`src/rtl/fcvt_pkg.sv`:
```
`default_nettype none
// ============================================================================
// Module      : fcvt_pkg
// Description : Shared encodings, constants and helpers for fp_int_converter.
// Revision    : 1.0 - initial release
// ============================================================================
package fcvt_pkg;

    localparam logic [1:0] OP_W_S  = 2'b00;
    localparam logic [1:0] OP_WU_S = 2'b01;
    localparam logic [1:0] OP_S_W  = 2'b10;
    localparam logic [1:0] OP_S_WU = 2'b11;

    localparam logic [7:0] BIAS        = 8'd127;
    localparam logic [7:0] INT_EXP_TOP = 8'd158;
    localparam int         FRAC_W      = 23;
    // Exponent at which the 24-bit significand already sits at the integer LSB.
    localparam logic [7:0] SHIFT_PIVOT = BIAS + 8'(FRAC_W);

    typedef enum logic [1:0] {
        ST_IDLE  = 2'd0,
        ST_SHIFT = 2'd1,
        ST_PACK  = 2'd2
    } state_e;

    function automatic logic [4:0] lzc32(input logic [31:0] v);
        logic [4:0] n;
        logic       found;
        n     = '0;
        found = 1'b0;
        for (int i = 31; i >= 0; i--) begin
            if (!found) begin
                if (v[i]) found = 1'b1;
                else      n     = n + 5'd1;
            end
        end
        return n;
    endfunction

endpackage
`default_nettype wire

```
`src/rtl/fp_int_converter.sv`:
```
`default_nettype none
// ============================================================================
// Module      : fp_int_converter
// Description : Multi-cycle RV32 FCVT.{W,WU}.S / FCVT.S.{W,WU} converter using
//               a single 1-bit-per-cycle working shift register.
// Revision    : 1.0 - initial release
// ============================================================================
module fp_int_converter
    import fcvt_pkg::*;
(
    input  logic        clk,
    input  logic        reset,
    input  logic        start,
    input  logic [1:0]  op,
    input  logic [31:0] operand,
    output logic        busy,
    output logic        done,
    output logic [31:0] result,
    output logic        invalid
);

    state_e      state_q, state_d;
    logic [4:0]  cnt_q, cnt_d;
    logic [31:0] work_q, work_d;
    logic        left_q, left_d;
    logic        neg_q, neg_d;
    logic        bypass_q, bypass_d;
    logic        inv_q, inv_d;
    logic        to_float_q, to_float_d;
    logic        sign_q, sign_d;
    logic [7:0]  exp_q, exp_d;
    logic        busy_q, busy_d;
    logic        done_q, done_d;
    logic [31:0] result_q, result_d;
    logic        invalid_q, invalid_d;

    logic              f_sign;
    logic [7:0]        f_exp;
    logic [FRAC_W-1:0] f_frac;
    logic              f_nan;
    logic              int_neg;
    logic [31:0]       int_mag;
    logic [4:0]        int_lzc;
    logic [7:0]        pivot_diff;

    logic [31:0] ld_work;
    logic [4:0]  ld_cnt;
    logic        ld_left;
    logic        ld_neg;
    logic        ld_bypass;
    logic        ld_inv;
    logic        ld_to_float;
    logic        ld_sign;
    logic [7:0]  ld_exp;

    // Operand decode: special cases preload the final value with a zero count.
    always_comb begin
        f_sign     = operand[31];
        f_exp      = operand[30:23];
        f_frac     = operand[FRAC_W-1:0];
        f_nan      = (f_exp == 8'hFF) && (f_frac != '0);
        int_neg    = (op == OP_S_W) && operand[31];
        int_mag    = int_neg ? (~operand + 32'd1) : operand;
        int_lzc    = lzc32(int_mag);
        pivot_diff = (f_exp > SHIFT_PIVOT) ? (f_exp - SHIFT_PIVOT) : (SHIFT_PIVOT - f_exp);

        ld_work     = {8'd0, 1'b1, f_frac};
        ld_cnt      = pivot_diff[4:0];
        ld_left     = (f_exp > SHIFT_PIVOT);
        ld_neg      = 1'b0;
        ld_bypass   = 1'b0;
        ld_inv      = 1'b0;
        ld_to_float = 1'b0;
        ld_sign     = 1'b0;
        ld_exp      = '0;

        case (op)
            OP_W_S, OP_WU_S: begin
                if (f_nan) begin
                    ld_bypass = 1'b1;
                    ld_cnt    = '0;
                    ld_work   = (op == OP_W_S) ? 32'h7FFF_FFFF : 32'hFFFF_FFFF;
                    ld_inv    = 1'b1;
                end else if (f_exp < BIAS) begin
                    ld_bypass = 1'b1;
                    ld_cnt    = '0;
                    ld_work   = '0;
                end else if (op == OP_W_S) begin
                    if (f_exp >= INT_EXP_TOP) begin
                        ld_bypass = 1'b1;
                        ld_cnt    = '0;
                        ld_work   = f_sign ? 32'h8000_0000 : 32'h7FFF_FFFF;
                        // -2^31 is exactly representable and is not an overflow.
                        ld_inv    = (operand != 32'hCF00_0000);
                    end else begin
                        ld_neg = f_sign;
                    end
                end else if (f_sign) begin
                    ld_bypass = 1'b1;
                    ld_cnt    = '0;
                    ld_work   = '0;
                    ld_inv    = 1'b1;
                end else if (f_exp > INT_EXP_TOP) begin
                    ld_bypass = 1'b1;
                    ld_cnt    = '0;
                    ld_work   = 32'hFFFF_FFFF;
                    ld_inv    = 1'b1;
                end
            end
            default: begin
                ld_to_float = 1'b1;
                ld_left     = 1'b1;
                ld_sign     = int_neg;
                ld_work     = int_mag;
                ld_cnt      = int_lzc;
                ld_exp      = INT_EXP_TOP - {3'd0, int_lzc};
                if (int_mag == '0) begin
                    ld_bypass = 1'b1;
                    ld_cnt    = '0;
                    ld_sign   = 1'b0;
                end
            end
        endcase
    end

    always_comb begin
        state_d    = state_q;
        cnt_d      = cnt_q;
        work_d     = work_q;
        left_d     = left_q;
        neg_d      = neg_q;
        bypass_d   = bypass_q;
        inv_d      = inv_q;
        to_float_d = to_float_q;
        sign_d     = sign_q;
        exp_d      = exp_q;
        done_d     = 1'b0;
        result_d   = result_q;
        invalid_d  = invalid_q;

        case (state_q)
            ST_IDLE: begin
                if (start) begin
                    state_d    = ST_SHIFT;
                    cnt_d      = ld_cnt;
                    work_d     = ld_work;
                    left_d     = ld_left;
                    neg_d      = ld_neg;
                    bypass_d   = ld_bypass;
                    inv_d      = ld_inv;
                    to_float_d = ld_to_float;
                    sign_d     = ld_sign;
                    exp_d      = ld_exp;
                end
            end
            ST_SHIFT: begin
                if (cnt_q == '0) begin
                    state_d = ST_PACK;
                end else begin
                    cnt_d  = cnt_q - 5'd1;
                    work_d = left_q ? (work_q << 1) : (work_q >> 1);
                end
            end
            ST_PACK: begin
                state_d   = ST_IDLE;
                done_d    = 1'b1;
                invalid_d = inv_q;
                if (bypass_q)        result_d = work_q;
                else if (to_float_q) result_d = {sign_q, exp_q, work_q[30 -: FRAC_W]};
                else if (neg_q)      result_d = ~work_q + 32'd1;
                else                 result_d = work_q;
            end
            default: state_d = ST_IDLE;
        endcase

        busy_d = (state_d != ST_IDLE);
    end

    always_ff @(posedge clk) begin
        if (reset) begin
            state_q    <= ST_IDLE;
            cnt_q      <= '0;
            work_q     <= '0;
            left_q     <= 1'b0;
            neg_q      <= 1'b0;
            bypass_q   <= 1'b0;
            inv_q      <= 1'b0;
            to_float_q <= 1'b0;
            sign_q     <= 1'b0;
            exp_q      <= '0;
            busy_q     <= 1'b0;
            done_q     <= 1'b0;
            result_q   <= '0;
            invalid_q  <= 1'b0;
        end else begin
            state_q    <= state_d;
            cnt_q      <= cnt_d;
            work_q     <= work_d;
            left_q     <= left_d;
            neg_q      <= neg_d;
            bypass_q   <= bypass_d;
            inv_q      <= inv_d;
            to_float_q <= to_float_d;
            sign_q     <= sign_d;
            exp_q      <= exp_d;
            busy_q     <= busy_d;
            done_q     <= done_d;
            result_q   <= result_d;
            invalid_q  <= invalid_d;
        end
    end

    assign busy    = busy_q;
    assign done    = done_q;
    assign result  = result_q;
    assign invalid = invalid_q;

endmodule
`default_nettype wire

```
`config.mk`:
```
export PLATFORM = sky130hd
export DESIGN_NAME = fp_int_converter
export DESIGN_NICKNAME = d
export VERILOG_FILES = /design/src/rtl/fcvt_pkg.sv /design/src/rtl/fp_int_converter.sv
export SDC_FILE = /design/constraint.sdc
export NUM_CORES = 1
export LEC_CHECK = 0
export BUFFER_PORTS_ARGS = -buffer_cell sky130_fd_sc_hd__clkbuf_2
export CORE_ASPECT_RATIO = 1.4
export CORE_MARGIN = 2
export CORE_UTILIZATION = 55
export CTS_CLUSTER_SIZE = 30
export DETAILED_ROUTE_END_ITERATION = 12
export PLACE_DENSITY = 0.73
export SLEW_MARGIN = 40
export SYNTH_ARGS = -nofsm -noshare
export SYNTH_HDL_FRONTEND = slang
export SYNTH_SLANG_ARGS = --single-unit
```
`constraint.sdc`:
```
create_clock -name clk -period 47.6 [get_ports clk]
set_input_delay 2.38 -clock clk [delete_from_list [all_inputs] [get_ports clk]]
set_output_delay 2.38 -clock clk [all_outputs]
set_load 0.05 [all_outputs]
```
# After elaboration in Yosys (flattened, before gate mapping)

Index checks and enable logic that the tools add are counted.

Bits in registers: 88
Output and inout bits: 35
Word-level logic and storage cells: 257

$add $sub $neg: 37
$lt $le $gt $ge: 4
Eq/ne operators: 8
Multiplexer cells: 180
Bitwise gates (word level): 2
Reductions and logical operators: 12

Operator list:

| operator              | count |
|---|---|
| $mux 32               | 16 |
| $mux 5                | 73 |
| $add 5x1->5 const B   | 31 |
| $mux 1                | 85 |
| $add 32x1->32 const B | 2 |
| $not 32->32           | 2 |
| $pmux 32 s2           | 1 |
| $logic_not 32->1      | 1 |
| $ne 32x32->1 const B  | 1 |
| $reduce_bool 23->1    | 1 |
| $gt 8x8->1 const B    | 2 |
| $pmux 5 s2            | 1 |
| $eq 8x8->1 const B    | 1 |
| $ge 8x8->1 const B    | 1 |
| $lt 8x7->1 const B    | 1 |
| $mux 8                | 1 |
| $sub 8x5->8 const A   | 1 |
| $logic_not 5->1       | 1 |
| $sub 5x1->5 const B   | 1 |
| $sub 5x5->5 const A   | 1 |
| $sub 5x5->5 const B   | 1 |
| $eq 2x1->1 const B    | 2 |
| $eq 2x2->1 const B    | 2 |
| $logic_not 2->1       | 2 |
| other kinds (8)       | 12 |

# Longest topological paths before layout

Gate-level depths: netlist of run 1.

Word-level depth: 101
Mapped depth: 92
Gate-level depth less buffers: 90

# Least setup slack after synthesis of run 1

OpenSTA, ideal clock, no wires.

Path kind: input to register
From: input port operand[0]
To: register exp_q[5]
Arrival time: 17.261 ns
Setup slack: 30.212 ns
Stages on the path: 91
Path through: clkbuf_1 inv_1 ha_1 clkbuf_1 nor2b_1 nand3_1 o41ai_1 a21oi_1 nand2_2 clkinv_1 ha_1 inv_1 a21oi_1 ha_1 nand2_1 o21ai_0 a21oi_1 ha_1 [55 not listed] nand2_1 o31ai_1 ha_1 mux2i_1 nand2_1 o21ai_0 mux2i_1 mux2_2 ha_1 nor2b_1 maj3_1 nand2_1 o2bb2ai_1 o32ai_1 xnor3_1 and4_4 a22oi_1 nor2_1

Cells in the longest elaborated chain, start to end: 99

Ends and longest elaborated chain:

| element              | line                    | text |
|---|---|---|
| from (decl)          | fp_int_converter.sv:15  | `input logic [31:0] operand,` |
| $not 32->32          | fp_int_converter.sv:63  | `int_mag = int_neg ? (~operand + 32'd1) : operand;` |
| $add 32x1->32        | fp_int_converter.sv:63  |  |
| $mux 32 *            | fp_int_converter.sv:63  |  |
| $mux 1               | fcvt_pkg.sv:33          | `if (v[i]) found = 1'b1;` |
| $add 5x1->5          | fcvt_pkg.sv:34          | `else n = n + 5'd1;` |
| $mux 5               | fcvt_pkg.sv:33          |  |
| $mux 5               | fcvt_pkg.sv:32          | `if (!found) begin` |
| $add 5x1->5          | fcvt_pkg.sv:34          |  |
| [83 not listed]      | -                       |  |
| $add 5x1->5          | fcvt_pkg.sv:34          |  |
| $mux 5               | fcvt_pkg.sv:33          |  |
| $mux 5               | fcvt_pkg.sv:32          |  |
| $add 5x1->5          | fcvt_pkg.sv:34          |  |
| $mux 5               | fcvt_pkg.sv:33          |  |
| $mux 5 *             | fcvt_pkg.sv:32          |  |
| $sub 8x5->8 *        | fp_int_converter.sv:116 | `ld_exp = INT_EXP_TOP - {3'd0, int_lzc};` |
| $mux 8 *             | fp_int_converter.sv:77  | `case (op)` |
| to (signal assigned) | fp_int_converter.sv:205 | `exp_q <= exp_d;` |
| to (decl)            | fp_int_converter.sv:31  | `logic [7:0] exp_q, exp_d;` |

Mark *: on every way between the ends. The rest lies on a longest branch, timed or not.
A chain may end at the register's enable or synchronous reset.

# Final worst setup path of run 1

From: input port operand[24]
To: register exp_q[4]

The elaborated chain is that of the path after synthesis.

==> results.yml, run 1 <==
status:
  outcome: "completed"
setup_path:
  r2r_setup_slack_ps: 44210
  crit_buf_inv: 6
  startpoint_type: "input pin"
  max_stage_delay_ps: 610
  required_ps: 47810
  crit_type: "input pin to flop"
  cpMostUsedCell: "ha_1"
  path_max_fanout: 9
  slowest_stage: "o41ai_1"
  cp.arrival_ps: 19600
  cp_top_family: "compound AO/OA/AOI/OAI gates"
  end_kind: "flop"
layout:
  ff_latch_area_um2: 1770
  fin_nets: 1681
  drive_above_1_share_pct: 9.81
  fillers: 1996
  areaGrowthSynthToFinish_pct: 5.56
  multi_input_area_um2: 8690
  insertedDiodeCount: 0
  layout.cells.non_filler: 1862
  fin_util_pct: 59.2
yosys:
  synth.most_common_cell: "nor2_1"
  ys.flop_type: "dfxtp_1"
  synth_area_leader_cell: "dfxtp_1"
  synth_commonest_cells: "nor2_1, nand2_1, a21oi_1, clkbuf_1, o21ai_0"
  yosys_warnings: 0
  syn_nets: 1716
  synth_edf_count: 0
  synth.cell_area_um2: 11100
  seq_area_frac_synth_pct: 15.8
  syn_area_per_cell_um2: 6.78
  ys_ff_latch: 88
  syn_inst: 1640
  synth_cell_types: 98
  synth_top_cell_area_share_pct: 15.8
  synth_area_leaders: "dfxtp_1, a21oi_1, nor2_1"
  synth-async-reset-ratio_pct: 0
place:
  placed_cells: 1846
  io_buffers: 71
  hpwlAfterDp_um: 28700
  gp_congestion: 0.989
  dpl_worst_slack_ps: 28180
sta:
  fin_worst_skew_ps: 9.15
  tns_ps: 0
  fin_crit_ps: 19390
  timing.final.ws_setup_ps: 28210
  hold_viol: 0
  fin_crit_sh_pct: 40.7
  fmax_ghz: 0.0516
  worst_slew_pin_slew_ps: 861
  grt_setup_unrepaired: "false"
  setup_violations: 0
  slew_headroom_pct: 42.4
  slew_violations: 0
cts:
  cts.sinks: 88
  cts-htree-levels: 3
  cts_setup_buffers: 0
  holdBufCountCts: 0
  clk_latency_ps: 350
  cts_tree: "yes"
  clk_path_buf_depth: 2
  root_buffer: "clkbuf_16"
  post_cts_resized: 0
  cts_buffers: 9
  clk_pin_slew_ps: 60
drt:
  route.detailed.drc: 0
  drt_wl_total_um: 37400
  num_vias: 12500
  antenna_left: 0
  drt_iter0_markers: 1226
  avgViaCountPerCell: 6.69
  first_pass_iters: 5
  wl_per_cell_um: 20.1
power:
  switching_power_uw: 120
  pwr-share-comb_pct: 42.0
  p_seq_share_pct: 33.4
  ir_drop_v: 0.0000180
  pwr-share-clk_pct: 24.6
  cellPowerDensity_nw_per_um2: 23.7
  sw_frac_of_total_pct: 43.1
  power.leakage_nw: 4.13
  power_uw: 279
  p_int_uw: 159
floorplanning:
  die_area_um2: 21400
  core-area_um2: 19800
  core.rowCount: 61
  start_util_pct: 56.0
  ios: 72
  dieWidth_um: 124
  die_y_um: 172
global_route:
  grt_pass1_vias: 11200
  gr-total-overflow: 0
  grt_pass1_wl_um: 58300
  antenna_found_initial: 0
  groute.usage.overall_pct: 34.3
  grt_max_degree: 89
worst_hold_path:
  hold_class: "flop to flop"
run:
  maxCapViolCount: 0
registers in the layout, indices dropped and copies added, names as in the netlist, 2 cells and up:
signal / count
cnt_q: 5
exp_q: 8
state_q: 2
work_q: 32
result: 32
per-stage QoR:
| stage | cell area [um^2] | hold WS [ps] |
|---|---|---|
| finish | 11700 | 452 |
| global route | 11700 | 473 |
| CTS | 11700 | 454 |
| detailed placement | 11400 | 445 |
| global placement | 11400 | 441 |
| floorplan | 11100 | 432 |
layout by cell type, fill, tap and decap left out, types with 34 or more instances in the layout:
cell        n
ha_1       39
nor3_1     82
o21ai_0    92
nand3_1    40
a21oi_1   142
xor2_1     34
xnor2_1    45
inv_1      44
a211oi_1   58
dfxtp_1    87
nand2_1   172
mux2i_1    41
nor2_1    175
clkbuf_2   71
cell type report:
type / count / area share (%)
clock buffers: 11 / 2.15
clock inverters: 5 / 0.341
inverters: 45 / 1.44
multi-input cells: 1370 / 74.0
flip-flops and latches: 88 / 15.0
well taps: 252 / 2.69
repair buffers: 91 / 4.34
worst min-delay path: cells and delay by family (launching register included):
kind | cells | cell delay (ps)
DFF | 1 | 310
and+or+nand+nor | 1 | 50
AOI/OAI and AO/OA | 1 | 50
worst paths after layout:
kind,start,to,depth (start not counted)
worst max-delay path,operand[24],exp_q[4],85
worst min register to register,result[27],result[27],2
worst max register to register,work_q[2],result[29],11
worst min-delay path,result[27],result[27],2
power groups by stage:
| stage | sequential [mW] | combinational, mW | clock, mW |
|---|---|---|---|
| 2_1_floorplan | 0.0896 | 0.0895 | 0 |
| 3_3_place_gp | 0.0938 | 0.113 | 0 |
| 3_5_place_dp | 0.0942 | 0.114 | 0 |
| 4_1_cts | 0.0925 | 0.115 | 0.0692 |
| 5_1_grt | 0.0942 | 0.129 | 0.0718 |
| 6_report | 0.0930 | 0.117 | 0.0687 |
cells by family (layout without fill, tap and decap cells):
kind of cell / Yosys count / in the layout / synth area share [%]
flops: 88 / 88 / 15.8
compound gates: 499 / 499 / 29.2
xor+xnor: 89 / 89 / 7.98
fa+ha+maj: 43 / 43 / 4.75
buf+inv: 182 / 152 / 6.46
mux: 48 / 48 / 4.40
simple gates: 691 / 691 / 31.3
layer usage:
metal	up-vias	wire, um	global-route usage (%)
li1	5996	-	-
met1	5833	14700	39.4
met2	510	18700	61.5
met3	121	2150	3.92
met4	0	1900	17.6
met5	-	0	0
Note: power is estimated with default switching activity, not from simulation.
==> inputs of run 2 (changes only) <==
Clock period 47.6 ns to 18.65 ns, I/O delays scaled along.
==> results.yml, run 2 (synthesis results as in run 1) <==
floorplanning:
  start_util_pct: 56.0
  dieWidth_um: 124
  core-area_um2: 19800
  die_y_um: 172
  die_area_um2: 21400
  core.rowCount: 61
  ios: 72
setup_path:
  cpMostUsedCell: "ha_1"
  end_kind: "flop"
  startpoint_type: "input pin"
  path_max_fanout: 14
  required_ps: 18940
  timing.rr.start: "work_q[8]"
  slowest_stage: "xnor3_1"
  crit_buf_inv: 4
  crit_start: "operand[19]"
  crit_type: "input pin to flop"
  max_stage_delay_ps: 520
  cp.arrival_ps: 17640
  cp_top_family: "adder cells"
layout:
  insertedDiodeCount: 0
  final_common_cell: "nor2_1"
  mostFrequentLayoutCells: "nor2_1, nand2_1, a21oi_1, o21ai_0, dfxtp_1"
  fillers: 1975
  areaGrowthSynthToFinish_pct: 6.00
  fin_nets: 1686
  ff_latch_area_um2: 1770
  multi_input_area_um2: 8690
  drive_above_1_share_pct: 10.0
global_route:
  grt_pass1_vias: 11200
  grt_max_degree: 58
  antenna_found_initial: 1
  grt_pass1_wl_um: 58100
  grt_use_met3_pct: 3.50
  groute.usage.overall_pct: 34.0
  met2_usage_pct: 59.2
  grt_use_met1_pct: 39.8
  gr-total-overflow: 0
  grt-busiest-layer: "met2"
drt:
  num_vias: 12500
  drt_wl_total_um: 36700
  route.detailed.drc: 0
  wl_per_cell_um: 19.7
  drt_iter0_markers: 1297
  antenna_left: 0
  avgViaCountPerCell: 6.72
  first_pass_iters: 9
sta:
  hold_viol: 0
  worst_slew_pin_slew_ps: 893
  setup_violations: 0
  fin_crit_ps: 17360
  grt_setup_unrepaired: "false"
  fmax_ghz: 0.0576
  fin_crit_sh_pct: 93.1
  tns_ps: 0
  fin_worst_skew_ps: 7.78
  slew_violations: 0
  slew_headroom_pct: 40.3
place:
  hpwlAfterDp_um: 28200
  gp_congestion: 0.996
  io_buffers: 71
power:
  cellPowerDensity_nw_per_um2: 60.2
  power.leakage_nw: 4.16
  ir_drop_v: 0.0000475
  power_uw: 710
cts:
  root_buffer: "clkbuf_16"
  clk_latency_ps: 350
  cts_buffers: 9
  cts.sinks: 88
  clk_path_buf_depth: 2
  clk_pin_slew_ps: 60
  cts_tree: "yes"
  cts-htree-levels: 3
worst_hold_path:
  hold_class: "flop to flop"
  min_from: "result[19]"
status:
  outcome: "completed"
run:
  maxCapViolCount: 0
run 2: per-stage QoR:
stage	instance area, um^2	hold WS (ps)	worst slack (ps)	utilization, %	instances
floorplan	11100	432	2710	-	1640
global placement	11400	442	1380	57.5	1848
detailed placement	11500	447	888	57.7	1849
CTS	11700	455	1210	59.2	1864
global route	11800	475	19.4	59.4	1866
finish	11800	450	1290	59.4	1866
run 2: final cells by class:
class,count,area share [%]
clock inverter,4,0.234
inverter,45,1.43
clock buffer,11,2.24
timing repair buffer,96,4.71
tap,252,2.67
multi-input combinational,1370,73.7
sequential,88,15.0
run 2: final timing paths:
kind | end | slack (ps) | cells after the start
min | result[19] | 450 | 2
min reg2reg | result[19] | 450 | 2
max | exp_q[7] | 1290 | 88
max reg2reg | result[28] | 15230 | 10
run 2: where the power goes:
part	internal, mW	switching, mW	leakage [nW]
sequential	0.205	0.0327	0.718
combinational	0.103	0.195	3.31
clock	0.101	0.0732	0.135
run 2: repair_timing:
action                     in CTS  in global routing
setup endpoints to repair       0                  5
hold endpoints to repair        0                  0
resized for setup               0                  4
buffers inserted                0                  2
hold buffers                    0                  0
run 2: per-layer routing:
layer	share of wire, %	wire length, um
met3	5.7	2100
met5	0.030	11
met2	48	17700
met1	40	14700
met4	6.0	2200
run 2: worst register-to-register path: cells and delay by family, from the launching register on:
family	cells	cell delay, ps
compound gates	4	880
flops	1	420
simple gates	6	2060
